$ cat src/rtl/comma_align_pkg.sv
// Shared types and constants for the comma aligner: sync states, 7-bit
// comma patterns and the full K28.5 code groups.
package comma_align_pkg;

    localparam int unsigned WORD_W  = 10;
    localparam int unsigned WIN_W   = 2 * WORD_W;
    localparam int unsigned COMMA_W = 7;
    localparam int unsigned OFF_W   = 4;
    localparam int unsigned CNT_W   = 4;

    typedef enum logic [1:0] {
        HUNT   = 2'd0,
        VERIFY = 2'd1,
        LOCKED = 2'd2
    } state_t;

    localparam logic [COMMA_W-1:0] COMMA_P = 7'b0011111;
    localparam logic [COMMA_W-1:0] COMMA_N = 7'b1100000;

    localparam logic [WORD_W-1:0] K28_5_P = 10'b0011111010;
    localparam logic [WORD_W-1:0] K28_5_N = 10'b1100000101;

    function automatic logic is_comma7(input logic [COMMA_W-1:0] seg);
        return (seg == COMMA_P) || (seg == COMMA_N);
    endfunction

endpackage

$ cat src/rtl/comma_detect.sv
// Combinational comma search over the 20-bit window: per-offset hit vector,
// lowest hitting offset and an any-hit flag.
module comma_detect
    import comma_align_pkg::*;
(
    input  logic [WIN_W-1:0]  win,
    output logic [WORD_W-1:0] hit_c,
    output logic [OFF_W-1:0]  first_c,
    output logic              any_c
);

    always_comb begin
        hit_c   = '0;
        first_c = '0;
        for (int k = 0; k < int'(WORD_W); k++) begin
            hit_c[k] = is_comma7(win[19-k -: 7]);
        end
        // Walk downward so the lowest hitting offset wins.
        for (int k = int'(WORD_W) - 1; k >= 0; k--) begin
            if (hit_c[k]) begin
                first_c = OFF_W'(k);
            end
        end
        any_c = |hit_c;
    end

endmodule

$ cat src/rtl/comma_align.sv
// Word aligner and sync acquisition ahead of the 8b/10b decoder: finds the
// comma offset, verifies it, then delivers aligned code groups while locked.
module comma_align
    import comma_align_pkg::*;
#(
    parameter int unsigned VERIFY_CNT = 3,
    parameter int unsigned ERR_MAX    = 4,
    parameter int unsigned TIMEOUT    = 1024
) (
    input  logic        clk,
    input  logic        reset,
    input  logic [9:0]  raw_10b,
    input  logic        raw_valid,
    output logic [9:0]  data_10b,
    output logic        data_valid,
    output logic        is_comma,
    output logic        locked,
    output logic [3:0]  bit_offset
);

    localparam int unsigned GAP_W = $clog2(TIMEOUT + 1);

    logic [WORD_W-1:0] prev_word;
    logic [WIN_W-1:0]  win;
    logic [WORD_W-1:0] hit_c;
    logic [OFF_W-1:0]  first_c;
    logic              any_c;
    logic [WORD_W-1:0] aligned_c;
    logic              good_hit_c;

    state_t            state;
    logic [CNT_W-1:0]  good_cnt;
    logic [CNT_W-1:0]  err_cnt;
    logic [GAP_W-1:0]  gap_cnt;

    assign win        = {prev_word, raw_10b};
    assign aligned_c  = WORD_W'(win >> (5'd10 - 5'(bit_offset)));
    assign good_hit_c = hit_c[bit_offset];

    comma_detect u_detect (
        .win     (win),
        .hit_c   (hit_c),
        .first_c (first_c),
        .any_c   (any_c)
    );

    // Sync FSM, counters and output register; everything holds on idle cycles.
    always_ff @(posedge clk) begin
        if (reset) begin
            prev_word  <= '0;
            state      <= HUNT;
            good_cnt   <= '0;
            err_cnt    <= '0;
            gap_cnt    <= '0;
            bit_offset <= '0;
            locked     <= 1'b0;
            data_10b   <= '0;
            data_valid <= 1'b0;
            is_comma   <= 1'b0;
        end else if (raw_valid) begin
            prev_word  <= raw_10b;
            data_10b   <= aligned_c;
            is_comma   <= good_hit_c;
            data_valid <= (state == LOCKED);

            unique case (state)
                HUNT: begin
                    if (any_c) begin
                        bit_offset <= first_c;
                        good_cnt   <= CNT_W'(1);
                        if (VERIFY_CNT == 1) begin
                            state  <= LOCKED;
                            locked <= 1'b1;
                        end else begin
                            state  <= VERIFY;
                        end
                    end
                end
                VERIFY: begin
                    if (good_hit_c) begin
                        good_cnt <= (&good_cnt) ? good_cnt : good_cnt + CNT_W'(1);
                        if (good_cnt >= CNT_W'(VERIFY_CNT - 1)) begin
                            state   <= LOCKED;
                            locked  <= 1'b1;
                            err_cnt <= '0;
                            gap_cnt <= '0;
                        end
                    end else if (any_c) begin
                        bit_offset <= first_c;
                        good_cnt   <= CNT_W'(1);
                    end
                end
                LOCKED: begin
                    if (good_hit_c) begin
                        err_cnt <= '0;
                        gap_cnt <= '0;
                    end else if ((any_c && (err_cnt >= CNT_W'(ERR_MAX - 1))) ||
                                 (gap_cnt >= GAP_W'(TIMEOUT - 1))) begin
                        state    <= HUNT;
                        locked   <= 1'b0;
                        good_cnt <= '0;
                        err_cnt  <= '0;
                        gap_cnt  <= '0;
                    end else begin
                        gap_cnt <= (&gap_cnt) ? gap_cnt : gap_cnt + GAP_W'(1);
                        if (any_c) begin
                            err_cnt <= (&err_cnt) ? err_cnt : err_cnt + CNT_W'(1);
                        end
                    end
                end
                default: begin
                    state  <= HUNT;
                    locked <= 1'b0;
                end
            endcase
        end else begin
            data_valid <= 1'b0;
        end
    end

endmodule

$ cat config.mk
export PLATFORM = sky130hd
export DESIGN_NAME = comma_align
export DESIGN_NICKNAME = d
export VERILOG_FILES = /design/src/rtl/comma_align_pkg.sv /design/src/rtl/comma_detect.sv /design/src/rtl/comma_align.sv
export SDC_FILE = /design/constraint.sdc
export NUM_CORES = 1
export LEC_CHECK = 0
export CAP_MARGIN = 10
export CORE_ASPECT_RATIO = 1.75
export CORE_UTILIZATION = 30
export DETAILED_ROUTE_END_ITERATION = 8
export GPL_TIMING_DRIVEN = 0
export RECOVER_POWER = 25
export SLEW_MARGIN = 20
export SYNTH_ARGS = -nofsm -noshare
export SYNTH_HDL_FRONTEND = slang
export SYNTH_HIERARCHICAL = 1
export SYNTH_SLANG_ARGS = --single-unit
$ cat constraint.sdc
create_clock -name clk -period 3.8 [get_ports clk]
set_input_delay 0.76 -clock clk [delete_from_list [all_inputs] [get_ports clk]]
set_output_delay 0.76 -clock clk [all_outputs]
set_load 0.02 [all_outputs]
Yosys cells after proc, flatten, opt, wreduce, memory -nomap -nowiden
Cells that the tools add are included.
{"block": "word_totals", "output_inout_bits": 17, "register_bits": 48, "elab_cells": 125}
{"block": "op_classes", "n_lt_le_gt_ge": 4, "muxes": 45, "add_sub_neg": 4, "eq_ne": 32, "bitwise_logic": 2, "reduce_logical": 27, "n_shift": 1}
{"op": "$mux W4", "n": 23}
{"op": "$eq A7 B5 Y1 const B", "n": 10}
{"op": "$eq A7 B7 Y1 const B", "n": 10}
{"op": "$mux W11", "n": 5}
{"op": "$pmux W11 S2", "n": 1}
{"op": "$shr A20 B5 Y10", "n": 1}
{"op": "$reduce_and A6 Y1", "n": 3}
{"op": "$pmux W4 S2", "n": 2}
{"op": "$pmux W4 S3", "n": 1}
{"op": "$add A11 B1 Y11 const B", "n": 1}
{"op": "$ge A11 B10 Y1 const B", "n": 1}
{"op": "$logic_or A1 B1 Y1", "n": 11}
{"op": "$reduce_and A11 Y1", "n": 1}
{"op": "$mux W2", "n": 5}
{"op": "$ne A2 B2 Y1 const B", "n": 5}
{"op": "$reduce_and A5 Y1", "n": 2}
{"op": "$reduce_or A10 Y1", "n": 1}
{"op": "$add A4 B1 Y4 const B", "n": 2}
{"op": "$ge A4 B2 Y1 const B", "n": 2}
{"op": "$ne A4 B4 Y1 const B", "n": 2}
{"op": "$reduce_and A4 Y1", "n": 2}
{"op": "$pmux W2 S3", "n": 1}
{"op": "$lt A4 B5 Y1 const B", "n": 1}
{"op": "$mux W1", "n": 5}
{"op": "other kinds (15)", "n": 17}

Logic depth before layout (Yosys ltp)
{"block": "logic_depth", "word_depth": 15, "ltp_mapped": 13}

By module
Netlist, hierarchy kept.
{"mod": "comma_align", "seq_area_each_um2": 960.9, "instances": 1, "cells_each": 342, "area_per_inst_um2": 3103.0}
{"mod": "comma_detect", "seq_area_each_um2": 0.0, "instances": 1, "cells_each": 79, "area_per_inst_um2": 485.5}

Worst setup path before layout
Ideal clock, no wire load.
{"block": "synth_timing", "path_type": "input to register", "startpoint": "in raw_10b[9]", "endpoint": "reg err_cnt[0]", "n_path_buf": 0, "setup_time_ps": 70, "required_ps": 3730, "arrival_time_ps": 3203, "path_stages": 11, "path_slack_ps": 527, "path_cell_list": "or4_4 -> a2111o_1 -> o31ai_1 -> or3_1 -> or3_1 -> inv_1 -> o21bai_1 -> o41ai_1 -> a21o_1 -> or4_1 -> a21oi_1"}
{"block": "synth_between", "elab_chain_len": 8}
{"element": "from (decl)", "line_no": "comma_align.sv:12", "rtl": "input logic [9:0] raw_10b,"}
{"element": "$eq A7 B5 Y1 / $eq A7 B7 Y1 (equally long branches)", "line_no": "comma_align_pkg.sv:24", "rtl": "return (seg == COMMA_P) || (seg == COMMA_N);"}
{"element": "$logic_or A1 B1 Y1", "line_no": "comma_align_pkg.sv:24"}
{"element": "$reduce_or A10 Y1 *", "line_no": "comma_detect.sv:24", "rtl": "any_c = |hit_c;"}
{"element": "named net any_c", "line_no": "comma_align.sv:27", "rtl": "logic any_c;"}
{"element": "$logic_and A1 B1 Y1", "line_no": "comma_align.sv:97", "rtl": "end else if ((any_c && (err_cnt >= CNT_W'(ERR_MAX - 1))) ||"}
{"element": "$logic_or A1 B1 Y1", "line_no": "comma_align.sv:97"}
{"element": "$mux W4", "line_no": "comma_align.sv:97"}
{"element": "$mux W4", "line_no": "comma_align.sv:94", "rtl": "if (good_hit_c) begin"}
{"element": "$pmux W4 S2", "line_no": "comma_align.sv:66", "rtl": "unique case (state)"}
{"element": "to (signal assigned)", "line_no": "comma_align.sv:107", "rtl": "err_cnt <= (&err_cnt) ? err_cnt : err_cnt + CNT_W'(1);"}
{"element": "to (decl)", "line_no": "comma_align.sv:33", "rtl": "logic [CNT_W-1:0] err_cnt;"}
Mark *: on every way through the listed nets, which the timed path passes. The rest lies on a longest branch. The select of a mux whose other input is x is not followed.
A chain may end at the register's enable or synchronous reset.

Final worst setup path
Ends and elaborated chain as after synthesis.

==> results.py <==
metrics = {
    "clock_network": {
        "clock-sinks": 48,
        "cts_max_path_buffers": 2,
        "post_cts_buffers": 0,
        "cts_tree": "done",
        "numCtsBuffers": 5,
        "clk_latency_ns": 0.30,
        "cts_hold_buf": 0,
        "root_buffer": "clkbuf_16",
        "path_clk_slew_ns": 0.07,
        "cts.htree.levels": 2,
    },
    "synthesis": {
        "yosys_warnings": 6,
        "syn-cell-area_um2": 3590,
        "synth_edf_count": 0,
        "ys_seq_area_frac": 0.268,
        "synth_top_flop_cell": "dfxtp_1",
        "synth_seq_cells": 48,
        "ys_types": 75,
        "synth_cells": 421,
        "async_reset_ff_frac": 0,
        "syn-num-nets": 442,
        "avgSynthCellArea_um2": 8.52,
    },
    "placement": {
        "dp_hpwl_mm": 8.03,
        "placed_area_um2": 4040,
        "routabilityCongestion": 0.869,
        "pre_cts_slack_ns": -0.659,
        "dp.cells": 584,
        "io_buffer_count": 28,
    },
    "setup_path": {
        "end_kind": "flop",
        "reg2reg_from": "prev_word[3]",
        "critPathKind": "input pin to flop",
        "cp_cell_sequence": "dlygate4sd2_1 -> or4_4 -> a2111o_1 -> o31ai_1 -> or3_1 -> or3_4 -> inv_2 -> o21bai_1 -> o41ai_1 -> a21o_1 -> or4_1 -> a21oi_1",
        "path_buf_inv": 2,
        "cpLargestDelayFamily": "simple AND/OR/NAND/NOR gates",
        "crit_path_max_fanout": 12,
        "cp_data_required_time_ns": 4.02,
        "cp_slowest_stage_delay_ns": 0.59,
        "worstRegToRegCells": 12,
        "startpoint_type": "input pin",
        "critPathArrivalTime_ns": 3.85,
        "worstReg2RegEnd": "err_cnt[0]",
        "r2r_slack_ns": 0.53,
        "slowest_stage": "or4_4",
    },
    "grt": {
        "antenna_found_initial": 0,
        "grt_pass1_vias": 3382,
        "gr-usage-all-layers": 0.168,
        "grt_first_pass_wirelength_mm": 16.6,
        "grt_max_degree": 16,
        "grt.overflow.total": 0,
    },
    "power_and_ir_drop": {
        "total_power_uw": 1240,
        "ir_drop_mv": 0.165,
        "leakage_uw": 0.00154,
        "power.density_nw_per_um2": 295,
    },
    "timing": {
        "layout_setup_ws_ns": 0.173,
        "maxSlewViolCount": 0,
        "worstMarginPinSlew_ns": 0.778,
        "relSlewSlack": 0.482,
        "finalHoldViolations": 0,
        "period_needed_ns": 3.63,
        "setup_viol": 0,
        "max_freq_mhz": 276,
        "rsz0062_at_grt": "yes",
        "timing.final.crit_share": 0.954,
        "skew_ns": 0.00653,
    },
    "floorplanning": {
        "ios": 30,
        "start_util": 0.310,
        "rows": 52,
        "dieArea_um2": 12400,
        "die_h_um": 147,
        "core_um2": 11600,
        "die_w_um": 84.7,
    },
    "routing": {
        "dr_total_vias": 3411,
        "drc": 2,
        "first_pass_iters": 9,
        "antenna_violating_nets_post_route": 0,
        "wl_per_cell_um": 17.3,
        "first_iter_violations": 124,
        "vias_per_cell": 5.77,
        "wl_mm": 10.2,
    },
    "run_status": {
        "violations": "DRC",
        "status": "finished with violations",
    },
    "flow_run": {
        "maxCapViolations": 0,
    },
    "min_path": {
        "min_path_type": "flop to flop",
        "hold_path_depth": 2,
        "min_to": "gap_cnt[9]",
        "worstHoldStart": "gap_cnt[9]",
    },
    "final_layout": {
        "fin_util": 0.363,
        "drive_above_1_share": 0.125,
        "syn2layout_area_growth_pct": 17.1,
        "diodes": 0,
        "fin_cells": 591,
        "fin_area_um2": 4200,
        "layout_commonest_cell": "dfxtp_1",
        "layout.nets": 476,
        "final_cell_mix": "dfxtp_1 (48), nor2_1 (47), nand2_1 (45), mux2i_1 (43)",
    },
}
worst register-to-register path, delay by kind of cell, from the launching register on:
family                 cells  cell delay [ns]
and+or+nand+nor            5             1.35
DFF                        1             0.45
buffers and inverters      2             0.35
AOI/OAI and AO/OA          5             1.05
metal layers:
layer / part of all wire / track usage / up-vias
li1: - / - / 1643
met1: 0.37 / 0.168 / 1638
met2: 0.55 / 0.324 / 102
met3: 0.036 / 0.0237 / 28
met4: 0.043 / 0.0958 / 0
met5: 0 / 0 / -
worst max path at each step:
stage / from / to / cells past startpoint
floorplan: raw_10b[9] / err_cnt[0] / 11
global placement: raw_10b[9] / gap_cnt[2] / 13
detailed placement: raw_10b[9] / gap_cnt[2] / 13
CTS: raw_10b[7] / err_cnt[0] / 12
global route: raw_10b[6] / err_cnt[0] / 12
finish: raw_10b[9] / err_cnt[0] / 12
synthesized netlist by cell type, types with 3 or more instances:
library cell | n | share of area
a31oi_1 | 3 | 0.0052
nand2_1 | 45 | 0.047
nand4_1 | 7 | 0.012
nor4_1 | 4 | 0.0070
xnor2_1 | 9 | 0.022
nor2_1 | 47 | 0.049
and3_1 | 5 | 0.0087
nor3_1 | 9 | 0.013
o32ai_1 | 5 | 0.012
o21ai_0 | 11 | 0.015
nor2b_1 | 4 | 0.0070
nor3b_1 | 4 | 0.0084
and2_1 | 4 | 0.0070
mux2_2 | 5 | 0.016
buf_2 | 10 | 0.014
mux4_2 | 8 | 0.050
buf_1 | 3 | 0.0031
a221oi_1 | 3 | 0.0073
nand2b_1 | 8 | 0.014
dfxtp_1 | 48 | 0.27
mux2i_1 | 43 | 0.12
inv_1 | 13 | 0.014
nand3_1 | 13 | 0.018
nor4_2 | 4 | 0.014
o211ai_1 | 6 | 0.013
nand4b_1 | 4 | 0.0098
clkbuf_1 | 10 | 0.010
ha_1 | 8 | 0.028
a211oi_1 | 3 | 0.0063
a21oi_1 | 15 | 0.021
o31ai_1 | 3 | 0.0063
a22oi_1 | 5 | 0.010
metrics by stage:
step	hold WS [ns]	setup TNS, ns
CTS	0.470	0
detailed placement	0.455	-11.25
global placement	0.441	-10.06
global route	0.492	-0.00105
finish	0.465	0
floorplan	0.429	0
logic make-up after synthesis:
logic type | count (synthesis) | share of synthesized area
adders and majority gates | 8 | 0.0279
buffers and inverters | 39 | 0.0485
xor gates and xnor gates | 11 | 0.0289
and+or+nand+nor | 173 | 0.253
muxes | 58 | 0.197
AOI/OAI and AO/OA | 84 | 0.176
DFF | 48 | 0.268
flip-flops by register name, indices dropped and copies added (netlist names), 2 cells and up:
name,count
err_cnt,4
prev_word,10
gap_cnt,11
bit_offset,4
data_10b,10
good_cnt,4
state,2
final cells by class:
type | count | area (um^2)
inverter | 13 | 48.8
fill | 1195 | 7380
buffer | 25 | 121
timing repair buffer | 28 | 280
clock buffer | 6 | 139
multi-input combinational | 334 | 2470
sequential | 48 | 961
tap | 135 | 169
clock inverter | 2 | 15.0
what timing repair did:
item | 4_1_cts | 5_1_grt
endpoints found under the setup margin | 20 | 19
pin swaps | 1 | 0
resized for setup | 2 | 4
power by group:
part           switching [uW]  internal, uW
Combinational             136          93.6
Sequential               25.9           519
Clock                     202           262
(Power assumes the default switching activity.)
